### src/rtl/can_pkg.sv
// Shared CAN definitions: FSM states, CRC-15 polynomial, field lengths and
// small helpers used by the encoder (and available to a decoder).
package can_pkg;

    typedef enum logic [2:0] {
        ST_IDLE,
        ST_HEADER,
        ST_DATA,
        ST_CRC,
        ST_TAIL
    } can_state_e;

    localparam logic [14:0] CRC_POLY = 15'h4599;

    localparam int ID_A_LEN  = 11;
    localparam int ID_B_LEN  = 18;
    localparam int DLC_LEN   = 4;
    localparam int CRC_LEN   = 15;
    localparam int TAIL_LEN  = 13;
    localparam int STUFF_RUN = 5;

    // SOF + ID_A + RTR/IDE/r0 + DLC, and SOF + ID_A + SRR/IDE + ID_B + RTR/r1/r0 + DLC
    localparam int STD_HDR_LEN = 1 + ID_A_LEN + 3 + DLC_LEN;
    localparam int EXT_HDR_LEN = 1 + ID_A_LEN + 2 + ID_B_LEN + 3 + DLC_LEN;

    function automatic logic [3:0] data_bytes(input logic data_flag, input logic [3:0] dlc);
        if (!data_flag)
            return 4'd0;
        else if (dlc > 4'd8)
            return 4'd8;
        else
            return dlc;
    endfunction

    function automatic logic [14:0] crc15_step(input logic [14:0] crc, input logic data_bit);
        logic [14:0] shifted;
        shifted = {crc[13:0], 1'b0};
        return (data_bit ^ crc[14]) ? (shifted ^ CRC_POLY) : shifted;
    endfunction

endpackage

### src/rtl/can_stuffer.sv
// Bit-stuffing unit: tracks the run of identical transmitted bits and replaces
// the proposed bit with its complement after five in a row, stalling the caller.
module can_stuffer
    import can_pkg::*;
(
    input  logic Clock_TB,
    input  logic Reset_n,
    input  logic load,
    input  logic advance,
    input  logic stuff_en,
    input  logic data_bit,
    output logic tx_bit,
    output logic stall
);

    logic       last_bit_reg;
    logic [2:0] run_cnt_reg;

    assign stall  = stuff_en && (run_cnt_reg == 3'(STUFF_RUN));
    assign tx_bit = stall ? ~last_bit_reg : data_bit;

    always_ff @(posedge Clock_TB or negedge Reset_n) begin
        if (!Reset_n) begin
            last_bit_reg <= 1'b1;
            run_cnt_reg  <= '0;
        end else if (load) begin
            // SOF is dominant and opens the first run
            last_bit_reg <= 1'b0;
            run_cnt_reg  <= 3'd1;
        end else if (advance) begin
            if (!stuff_en) begin
                last_bit_reg <= data_bit;
                run_cnt_reg  <= '0;
            end else if (tx_bit != last_bit_reg) begin
                // a stuff bit always differs, so it also restarts the run here
                last_bit_reg <= tx_bit;
                run_cnt_reg  <= 3'd1;
            end else begin
                run_cnt_reg  <= run_cnt_reg + 3'd1;
            end
        end
    end

endmodule

### src/rtl/can_encoder.sv
// CAN 2.0 frame serializer: latches a frame request, emits header, data, CRC-15
// and recessive tail at CLKS_PER_BIT clocks per bit with bit stuffing.
module can_encoder
    import can_pkg::*;
#(
    parameter int CLKS_PER_BIT = 10
) (
    input  logic        Clock_TB,
    input  logic        Reset_n,
    input  logic        i_Start,
    input  logic        i_Estendido_Flag,
    input  logic        i_Data_Flag,
    input  logic [28:0] i_ID_Field,
    input  logic [3:0]  i_Data_Lenth,
    input  logic [63:0] i_Data_Field,
    output logic        o_Bit_Output,
    output logic        o_Busy,
    output logic        o_Done
);

    localparam int TW = (CLKS_PER_BIT > 2) ? $clog2(CLKS_PER_BIT) : 1;
    localparam logic [TW-1:0] TIMER_LAST = TW'(CLKS_PER_BIT - 1);

    can_state_e  state_reg;
    logic [TW-1:0] timer_reg;
    logic [5:0]  ptr_reg;
    logic [14:0] crc_reg;
    logic        ext_flag_reg;
    logic        data_flag_reg;
    logic [28:0] id_reg;
    logic [3:0]  dlc_reg;
    logic [63:0] data_reg;
    logic        bit_out_reg;
    logic        busy_reg;
    logic        done_reg;

    logic [38:0] hdr_vec;
    logic [5:0]  hdr_idx;
    logic [5:0]  hdr_last;
    logic [3:0]  n_bytes;
    logic [5:0]  data_idx;
    logic [5:0]  data_last;
    logic [3:0]  crc_idx;
    logic        field_bit;
    logic        field_last;
    logic        stuff_en;
    logic        boundary;
    logic        start_accept;
    logic        tx_bit;
    logic        stall;

    // Header is left-aligned so bit 38 is always SOF regardless of format
    assign hdr_vec = ext_flag_reg ?
        {1'b0, id_reg[28:18], 1'b1, 1'b1, id_reg[17:0], ~data_flag_reg, 2'b00, dlc_reg} :
        {1'b0, id_reg[10:0], ~data_flag_reg, 2'b00, dlc_reg, 20'd0};
    assign hdr_idx   = 6'd38 - ptr_reg;
    assign hdr_last  = ext_flag_reg ? 6'(EXT_HDR_LEN - 1) : 6'(STD_HDR_LEN - 1);
    assign n_bytes   = data_bytes(data_flag_reg, dlc_reg);
    assign data_idx  = 6'd63 - ptr_reg;
    assign data_last = {3'(n_bytes - 4'd1), 3'b111};
    assign crc_idx   = 4'(6'(CRC_LEN - 1) - ptr_reg);

    assign boundary     = (state_reg != ST_IDLE) && (timer_reg == TIMER_LAST);
    assign start_accept = (state_reg == ST_IDLE) && i_Start;

    always_comb begin
        field_bit  = 1'b1;
        field_last = 1'b0;
        stuff_en   = 1'b0;
        case (state_reg)
            ST_HEADER: begin
                field_bit  = hdr_vec[hdr_idx];
                field_last = (ptr_reg == hdr_last);
                stuff_en   = 1'b1;
            end
            ST_DATA: begin
                field_bit  = data_reg[data_idx];
                field_last = (ptr_reg == data_last);
                stuff_en   = 1'b1;
            end
            ST_CRC: begin
                field_bit  = crc_reg[crc_idx];
                field_last = (ptr_reg == 6'(CRC_LEN - 1));
                stuff_en   = 1'b1;
            end
            ST_TAIL: begin
                // only a stuff bit owed by the last CRC bit may precede the delimiter
                stuff_en   = (ptr_reg == '0);
            end
            default: ;
        endcase
    end

    can_stuffer u_stuffer (
        .Clock_TB (Clock_TB),
        .Reset_n  (Reset_n),
        .load     (start_accept),
        .advance  (boundary),
        .stuff_en (stuff_en),
        .data_bit (field_bit),
        .tx_bit   (tx_bit),
        .stall    (stall)
    );

    always_ff @(posedge Clock_TB or negedge Reset_n) begin
        if (!Reset_n) begin
            state_reg     <= ST_IDLE;
            timer_reg     <= '0;
            ptr_reg       <= '0;
            crc_reg       <= '0;
            ext_flag_reg  <= 1'b0;
            data_flag_reg <= 1'b0;
            id_reg        <= '0;
            dlc_reg       <= '0;
            data_reg      <= '0;
            bit_out_reg   <= 1'b1;
            busy_reg      <= 1'b0;
            done_reg      <= 1'b0;
        end else begin
            done_reg <= 1'b0;
            case (state_reg)
                ST_IDLE: begin
                    timer_reg   <= '0;
                    bit_out_reg <= 1'b1;
                    if (i_Start) begin
                        ext_flag_reg  <= i_Estendido_Flag;
                        data_flag_reg <= i_Data_Flag;
                        id_reg        <= i_ID_Field;
                        dlc_reg       <= i_Data_Lenth;
                        data_reg      <= i_Data_Field;
                        state_reg     <= ST_HEADER;
                        ptr_reg       <= 6'd1;
                        // SOF is a 0 into a zero register, so the CRC stays 0
                        crc_reg       <= '0;
                        bit_out_reg   <= 1'b0;
                        busy_reg      <= 1'b1;
                    end
                end
                default: begin
                    timer_reg <= boundary ? '0 : timer_reg + 1'b1;
                    if (boundary) begin
                        if (state_reg == ST_TAIL && ptr_reg == 6'(TAIL_LEN)) begin
                            state_reg   <= ST_IDLE;
                            ptr_reg     <= '0;
                            crc_reg     <= '0;
                            bit_out_reg <= 1'b1;
                            busy_reg    <= 1'b0;
                            done_reg    <= 1'b1;
                        end else begin
                            bit_out_reg <= tx_bit;
                            if (!stall) begin
                                if (state_reg == ST_HEADER || state_reg == ST_DATA)
                                    crc_reg <= crc15_step(crc_reg, field_bit);
                                if (field_last) begin
                                    ptr_reg <= '0;
                                    case (state_reg)
                                        ST_HEADER: state_reg <= (n_bytes == 4'd0) ? ST_CRC : ST_DATA;
                                        ST_DATA:   state_reg <= ST_CRC;
                                        default:   state_reg <= ST_TAIL;
                                    endcase
                                end else begin
                                    ptr_reg <= ptr_reg + 6'd1;
                                end
                            end
                        end
                    end
                end
            endcase
        end
    end

    assign o_Bit_Output = bit_out_reg;
    assign o_Busy       = busy_reg;
    assign o_Done       = done_reg;

endmodule
### config.mk
export PLATFORM = sky130hd
export DESIGN_NAME = can_encoder
export DESIGN_NICKNAME = d
export VERILOG_FILES = /design/src/rtl/can_pkg.sv /design/src/rtl/can_stuffer.sv /design/src/rtl/can_encoder.sv
export SDC_FILE = /design/constraint.sdc
export NUM_CORES = 1
export LEC_CHECK = 0
export ABC_CLOCK_PERIOD_IN_PS = 5000
export BUFFER_PORTS_ARGS = -buffer_cell sky130_fd_sc_hd__buf_2
export CAP_MARGIN = 0
export CORE_MARGIN = 3
export CORE_UTILIZATION = 59
export CTS_BUF_LIST = sky130_fd_sc_hd__clkbuf_4 sky130_fd_sc_hd__clkbuf_8
export CTS_CLUSTER_SIZE = 10
export DETAILED_ROUTE_END_ITERATION = 8
export GPL_TIMING_DRIVEN = 0
export PLACE_DENSITY_LB_ADDON = 0.12
export SYNTH_ARGS = -nofsm -noshare
export SYNTH_HDL_FRONTEND = slang
export SYNTH_SLANG_ARGS = --single-unit
### constraint.sdc
create_clock -name Clock_TB -period 5 [get_ports Clock_TB]
set_input_delay 1 -clock Clock_TB [delete_from_list [all_inputs] [get_ports Clock_TB]]
set_output_delay 1 -clock Clock_TB [all_outputs]
set_load 0.02 [all_outputs]
==> results of run 1 <==
## kinds of logic (layout without fill, tap and decap cells)
family | count (synthesis) | in the layout | share of synthesized area (%)
multiplexers | 144 | 144 | 27.5
AND/OR/NAND/NOR | 115 | 115 | 8.47
AO/OA/AOI/OAI | 77 | 77 | 7.97
flip-flops | 134 | 134 | 47.9
adder cells (fa/ha/maj) | 10 | 10 | 1.79
buffers and inverters | 46 | 182 | 3.07
XOR/XNOR | 19 | 19 | 3.36
## per-layer routing
layer / wire [um] / up-vias / track usage, %
met3: 1010 / 21 / 7.58
li1: - / 2266 / -
met2: 7770 / 156 / 41.2
met5: 0 / - / 0
met4: 233 / 0 / 9.39
met1: 6830 / 2488 / 33.4
## worst max-delay path by stage
stage                     from                       end  cells past startpoint
global route        ptr_reg[1]  u_stuffer.run_cnt_reg[2]                     12
global placement    ptr_reg[1]  u_stuffer.run_cnt_reg[2]                     12
detailed placement  ptr_reg[1]  u_stuffer.run_cnt_reg[2]                     12
finish              ptr_reg[1]  u_stuffer.run_cnt_reg[2]                     12
CTS                 ptr_reg[1]  u_stuffer.run_cnt_reg[2]                     12
floorplan           ptr_reg[1]  u_stuffer.run_cnt_reg[2]                     12
## metrics by stage
step | hold WS (ns) | util (%) | setup slack, ns
after floorplan | 0.459 | - | 1.57
after global placement | 0.458 | 66.9 | 0.766
after detailed placement | 0.479 | 67.2 | 0.736
after CTS | 0.489 | 71.6 | 0.671
after global routing | 0.507 | 71.6 | 0.465
final | 0.484 | 71.6 | 0.671
## layout by cell type (no fill, tap or decap), types with 4 or more instances in the layout
cell type     n
buf_2       109
xnor2_1       8
o22ai_1       5
mux4_2       19
clkbuf_1     24
xnor3_1       5
o31ai_1       5
o21ai_0      19
o211ai_1      4
mux2_2      104
clkinvlp_4    4
a21oi_1       5
inv_1         6
dfrtp_1     132
ha_1         10
nor2_1       24
mux4_1        7
nor2b_1      10
nand2b_1      8
nand3_1      16
buf_1         5
nand3b_1      5
clkbuf_8     19
or2_2         5
a22o_1       14
nand2_1      27
mux2i_1      14
bufinv_16     7
xor2_1        6
## area by class of cell
cell class              instances  area share, %
multi-input cells             365           41.6
flip-flops and latches        134           40.7
repair buffers                105           6.72
clock buffers                  19           3.17
clock inverters                12           3.02
plain buffers                  40           2.34
well taps                     143           2.17
inverters                       6          0.273
## critical path, stage by stage (launching register included)
cell      delay (ns)
dfrtp_1         0.49
clkbuf_1        0.56
inv_1           0.19
ha_1            0.34
clkbuf_1        0.49
mux4_1          0.43
mux4_2          0.48
and3_1          0.20
nor3_2          0.13
and4_4          0.28
buf_12          0.14
mux2_2          0.34
o211ai_1        0.17
## power breakdown
part	switching (mW)	total (mW)	internal (mW)	leakage (nW)
logic	1.16	2.52	1.36	1.70
registers	0.327	1.91	1.58	1.61
clock network	0.422	1.14	0.718	0.240
==> metrics, run 1 <==
total wire length=15800 um; CTS tree=built; Post-synth EDFFs=0; total nets after synthesis=657; Layout area overhead=17.8%; hold depth=2; top post-synthesis cells by count=132 x dfrtp_1, 104 x mux2_2, 27 x nand2_1; area of the multi-input gates=between 0.003 and 0.004 mm^2; max frequency=approximately 0.23 GHz; Max Cap Violations=0; largest net degree at the start of global routing=83; Slew Limit Headroom=between 50% and 60%; Avg Synthesized Cell Area=about 13 um^2; largest cells by area after synthesis=dfrtp_1 47%, mux2_2 17%, mux4_2 6.1%; clk_skew=about 0.0086 ns; Final Non-Filler Cells=824; final setup TNS=0 ns; Post-Syn Instances=around 550; Final Max Tran Viols=0; Initial Util=between 60% and 70%; vias in the first global route=between 5000 and 6000; synth warn=0; Storage cell area=between 0.003 and 0.004 mm^2; post-CTS setup buffer count=0; Clk Latency, worst-skew pair=0.45 ns; status=complete, no violations; global-route wire length before repair=~26000 um; post-DP HPWL=around 12000 um; RR Endpoint=u_stuffer.run_cnt_reg[2]; Synth Cell Area=about 0.007 mm^2; Crit. End Element=register; CTS sink cnt=roughly 130; Die Y=115 um; Worst Hold End=o_Bit_Output; DR WL/cell=19.2 um; Fin. Hold Viols=0; violation count after the first detailed-route iteration=216; total grt overflow=0; PD cells=675 mW/mm^2; core footprint=roughly 0.012 mm^2; port buffer count=104; Final ANT Viol Nets=0; number of flip-flops under the largest register name=between 60 and 70; CTS H-tree depth=4; min Tclk post-route=around 4.3 ns; antenna cells=0; Tightest Pin Transition=0.673 ns; cell taking the most area after synthesis=dfrtp_1; Pre-Repair DR Iteration Count=4; Root Driver=clkbuf_8; final setup fails=0; die area=about 0.013 mm^2; fin crit share=between 80 and 90%; synth unique cells=just under 60; DP Cell Count=793; global placer's final weighted congestion=0.924; WP data required=about 5.4 ns; launching point of the worst reg2reg path=ptr_reg[1]; RSZ-0062 raised after global routing=no; Ports=around 110; count leader, synth=dfrtp_1; layout cell share with drive strength beyond 1=between 40% and 50%; die width=around 110 um; Layout Nets=just under 800; Num CTS Buffers=17; Reg clk slew, reported paths=around 0.08 ns; Final Power=between 5 and 6 mW; hold buffers post-CTS=0; routed vias/inst=about 6; critical path startpoint category=register; most used flip-flop cell after synthesis=dfrtp_1; setup slack, reg-to-reg=0.67 ns; area post-placement=~0.0077 mm^2; hold wc startpoint=o_Bit_Output; FFs w/ async S/R, synth=100%; # rows=39; peak supply drop=0.000417 V; design area=between 0.008 and 0.009 mm^2; DRC=0; top-area cell type share of the netlist area=roughly 47%; Hold Path Class=reg -> reg; fillers=between 800 and 900; flops & latches, synth=134; total number of vias=approximately 5000; worst-path maximum fanout=10; sequential element share of the synthesized area=47.9%; critical path class=reg -> reg; arrival time at the worst endpoint=roughly 4.7 ns; initial antenna violation count=0; FF-to-FF path depth=12; CTS max path bufs=2; post_cts resized=0; Leak=approximately 3.6 nW; GRT Util Overall=between 20% and 30%
Power figures use the tool's default switching activity.
==> inputs of run 2 (changes only) <==
--- a/config.mk
+++ b/config.mk
@@ -6,7 +6,7 @@
 export NUM_CORES = 1
 export LEC_CHECK = 0
 export ABC_CLOCK_PERIOD_IN_PS = 5000
-export BUFFER_PORTS_ARGS = -buffer_cell sky130_fd_sc_hd__buf_2
+export BUFFER_PORTS_ARGS = -buffer_cell sky130_fd_sc_hd__clkbuf_2
 export CAP_MARGIN = 0
 export CORE_MARGIN = 3
 export CORE_UTILIZATION = 59
==> metrics, run 2 (synthesized netlist as in run 1, its figures left out) <==
status=complete, no violations; cell repeated most along the worst path=clkbuf_1; Initial Util=60.8% (unchanged); Num CTS Buffers=17 (unchanged); die width=115 um (unchanged); GRT Util Overall=25.6% (-0.057 points); CTS H-tree depth=4 (unchanged); core footprint=0.0115 mm^2 (unchanged); most frequent cells in the layout=132 x dfrtp_1, 104 x mux2_2, 103 x clkbuf_2; worst path cell trace=clkbuf_1 -> inv_1 -> ha_1 -> clkbuf_1 -> mux4_1 -> mux4_2 -> and3_1 -> nor3_2 -> and4_4 -> buf_12 -> mux2_2 -> o211ai_1; M1 GR Usage=34.3% (+0.94 points); launching point of the worst reg2reg path=ptr_reg[1]; Worst path depth=12 (unchanged); RR Endpoint=u_stuffer.run_cnt_reg[2]; largest net degree at the start of global routing=83 (unchanged); routed vias/inst=6.02 (+0.63%); Layout area overhead=17.0%; arrival time at the worst endpoint=4.67 ns (-0.03 ns); fillers=827 (+2.5%); number of flip-flops under the largest register name=64 (unchanged); final setup TNS=0 ns (unchanged); FF-to-FF path depth=12 (unchanged); peak supply drop=0.000441 V (+5.8%); critical path class=reg -> reg; final setup fails=0 (unchanged); violation count after the first detailed-route iteration=354 (+64%); min Tclk post-route=4.30 ns (-0.0281 ns); Tightest Pin Transition=0.673 ns (+0.000500 ns); Worst setup startpoint=ptr_reg[1]; GR Layer Usage met3=7.37% (-0.21 points); CTS tree=built; CP max-delay cell=clkbuf_1; Fin. Hold Viols=0 (unchanged); Final Power=5.45 mW (-2.1%); area post-placement=0.00774 mm^2 (about the same); CP bufs+invs=4 (unchanged); GR Layer Usage met2=40.8% (-0.35 points); final hold slack=0.489 ns (+0.00468 ns); layout cell share with drive strength beyond 1=41.5% (+0.086 points); Layout Nets=781 (unchanged); PD cells=665 mW/mm^2 (-1.5%); WP data required=5.36 ns (about the same); post-DP HPWL=11600 um (+0.47%); area of the multi-input gates=0.00343 mm^2 (unchanged); GR peak layer=met2; post-CTS setup buffer count=0 (unchanged); Clk Latency, worst-skew pair=0.46 ns (about the same); Root Driver=clkbuf_8; DRC=0 (unchanged); Die Y=115 um (unchanged); global-route wire length before repair=25800 um (-0.24%); most common cell after layout, fill and taps aside=dfrtp_1; DR WL/cell=19.4 um (+0.67%); family with the most delay on the worst path=buffers and inverters; Leak=3.56 nW (about the same); CTS sink cnt=134 (unchanged); Slew Limit Headroom=55.1% (about the same); total grt overflow=0 (unchanged); crit path capture=u_stuffer.run_cnt_reg[2]; fin crit share=86.0% (-0.56 points); clk_skew=0.0118 ns (+0.00318 ns); design area=0.00820 mm^2 (-0.62%); CTS max path bufs=2 (unchanged); Final ANT Viol Nets=0 (unchanged); global placer's final weighted congestion=0.924 (about the same); max frequency=0.233 GHz (+0.65%); die area=0.0132 mm^2 (unchanged); hold buffers post-CTS=0 (unchanged); Max Cap Violations=0 (unchanged); Pre-Repair DR Iteration Count=5 (+1); antenna cells=0 (unchanged); # rows=39 (unchanged); setup slack, reg-to-reg=0.70 ns (+0.03 ns); Reg clk slew, reported paths=0.08 ns (about the same); critical path startpoint category=register; initial antenna violation count=0 (unchanged); worst-path maximum fanout=10 (unchanged); Ports=105 (unchanged); CP max stage delay=0.56 ns (about the same); Crit. End Element=register; total number of vias=4968 (+0.75%); RSZ-0062 raised after global routing=no; port buffer count=104 (unchanged); total wire length=16000 um (+0.79%); Storage cell area=0.00336 mm^2 (unchanged); post_cts resized=0 (unchanged); Final Max Tran Viols=0 (unchanged); vias in the first global route=5098 (-1.8%); Hold Path Class=reg -> reg
run 2: cell types whose count changed in the layout (fill, tap and decap cells not counted), moves of 2 or more:
cell | before | now
clkinv_4 | 1 | 4
bufinv_16 | 7 | 4
buf_2 | 109 | 6
inv_6 | 0 | 2
clkbuf_2 | 0 | 103
run 2: worst min-delay path by stage:
stage | startpoint | to | slack [ns] | depth (start not counted)
final | o_Bit_Output | o_Bit_Output | 0.49 | 2
after CTS | Reset_n | data_reg[56] | 0.49 | 1
after floorplan | timer_reg[0] | timer_reg[0] | 0.46 | 1
after detailed placement | o_Bit_Output | o_Bit_Output | 0.48 | 2
after global placement | o_Bit_Output | o_Bit_Output | 0.46 | 2
after global routing | Reset_n | data_reg[60] | 0.51 | 1
run 2: metal layers:
layer | part of all wire [%] | wire, um | vias up
li1 | - | - | 2276
met1 | 43 | 6830 | 2496
met2 | 49 | 7840 | 180
met3 | 6.9 | 1100 | 16
met4 | 1.2 | 190 | 0
met5 | 0 | 0 | -
run 2: through the flow:
step | cells | util [%] | setup slack, ns
floorplan | 545 | - | 1.57
global placement | 792 | 66.9 | 0.769
detailed placement | 793 | 67.2 | 0.760
CTS | 825 | 71.2 | 0.733
global route | 825 | 71.2 | 0.473
finish | 825 | 71.2 | 0.699
run 2: report_power, final:
group / leakage, nW / switching, mW / total (mW) / internal [mW]
logic: 1.72 / 1.16 / 2.51 / 1.35
clock network: 0.219 / 0.450 / 1.03 / 0.576
registers: 1.61 / 0.329 / 1.91 / 1.58
run 2: final cells by class:
type | instances | area share [%]
buffer | 40 | 2.35
clock buffer | 19 | 3.19
inverter | 6 | 0.275
multi-input combinational | 365 | 41.9
sequential | 134 | 40.9
tap | 143 | 2.18
clock inverter | 13 | 2.38
timing repair buffer | 105 | 6.79
run 2: worst reg2reg max path, stage by stage, from the launching register on:
cell and delay [ns]:
dfrtp_1 0.49, clkbuf_1 0.56, inv_1 0.19, ha_1 0.33, clkbuf_1 0.46, mux4_1 0.41
mux4_2 0.48, and3_1 0.21, nor3_2 0.13, and4_4 0.28, buf_12 0.14, mux2_2 0.35
o211ai_1 0.17
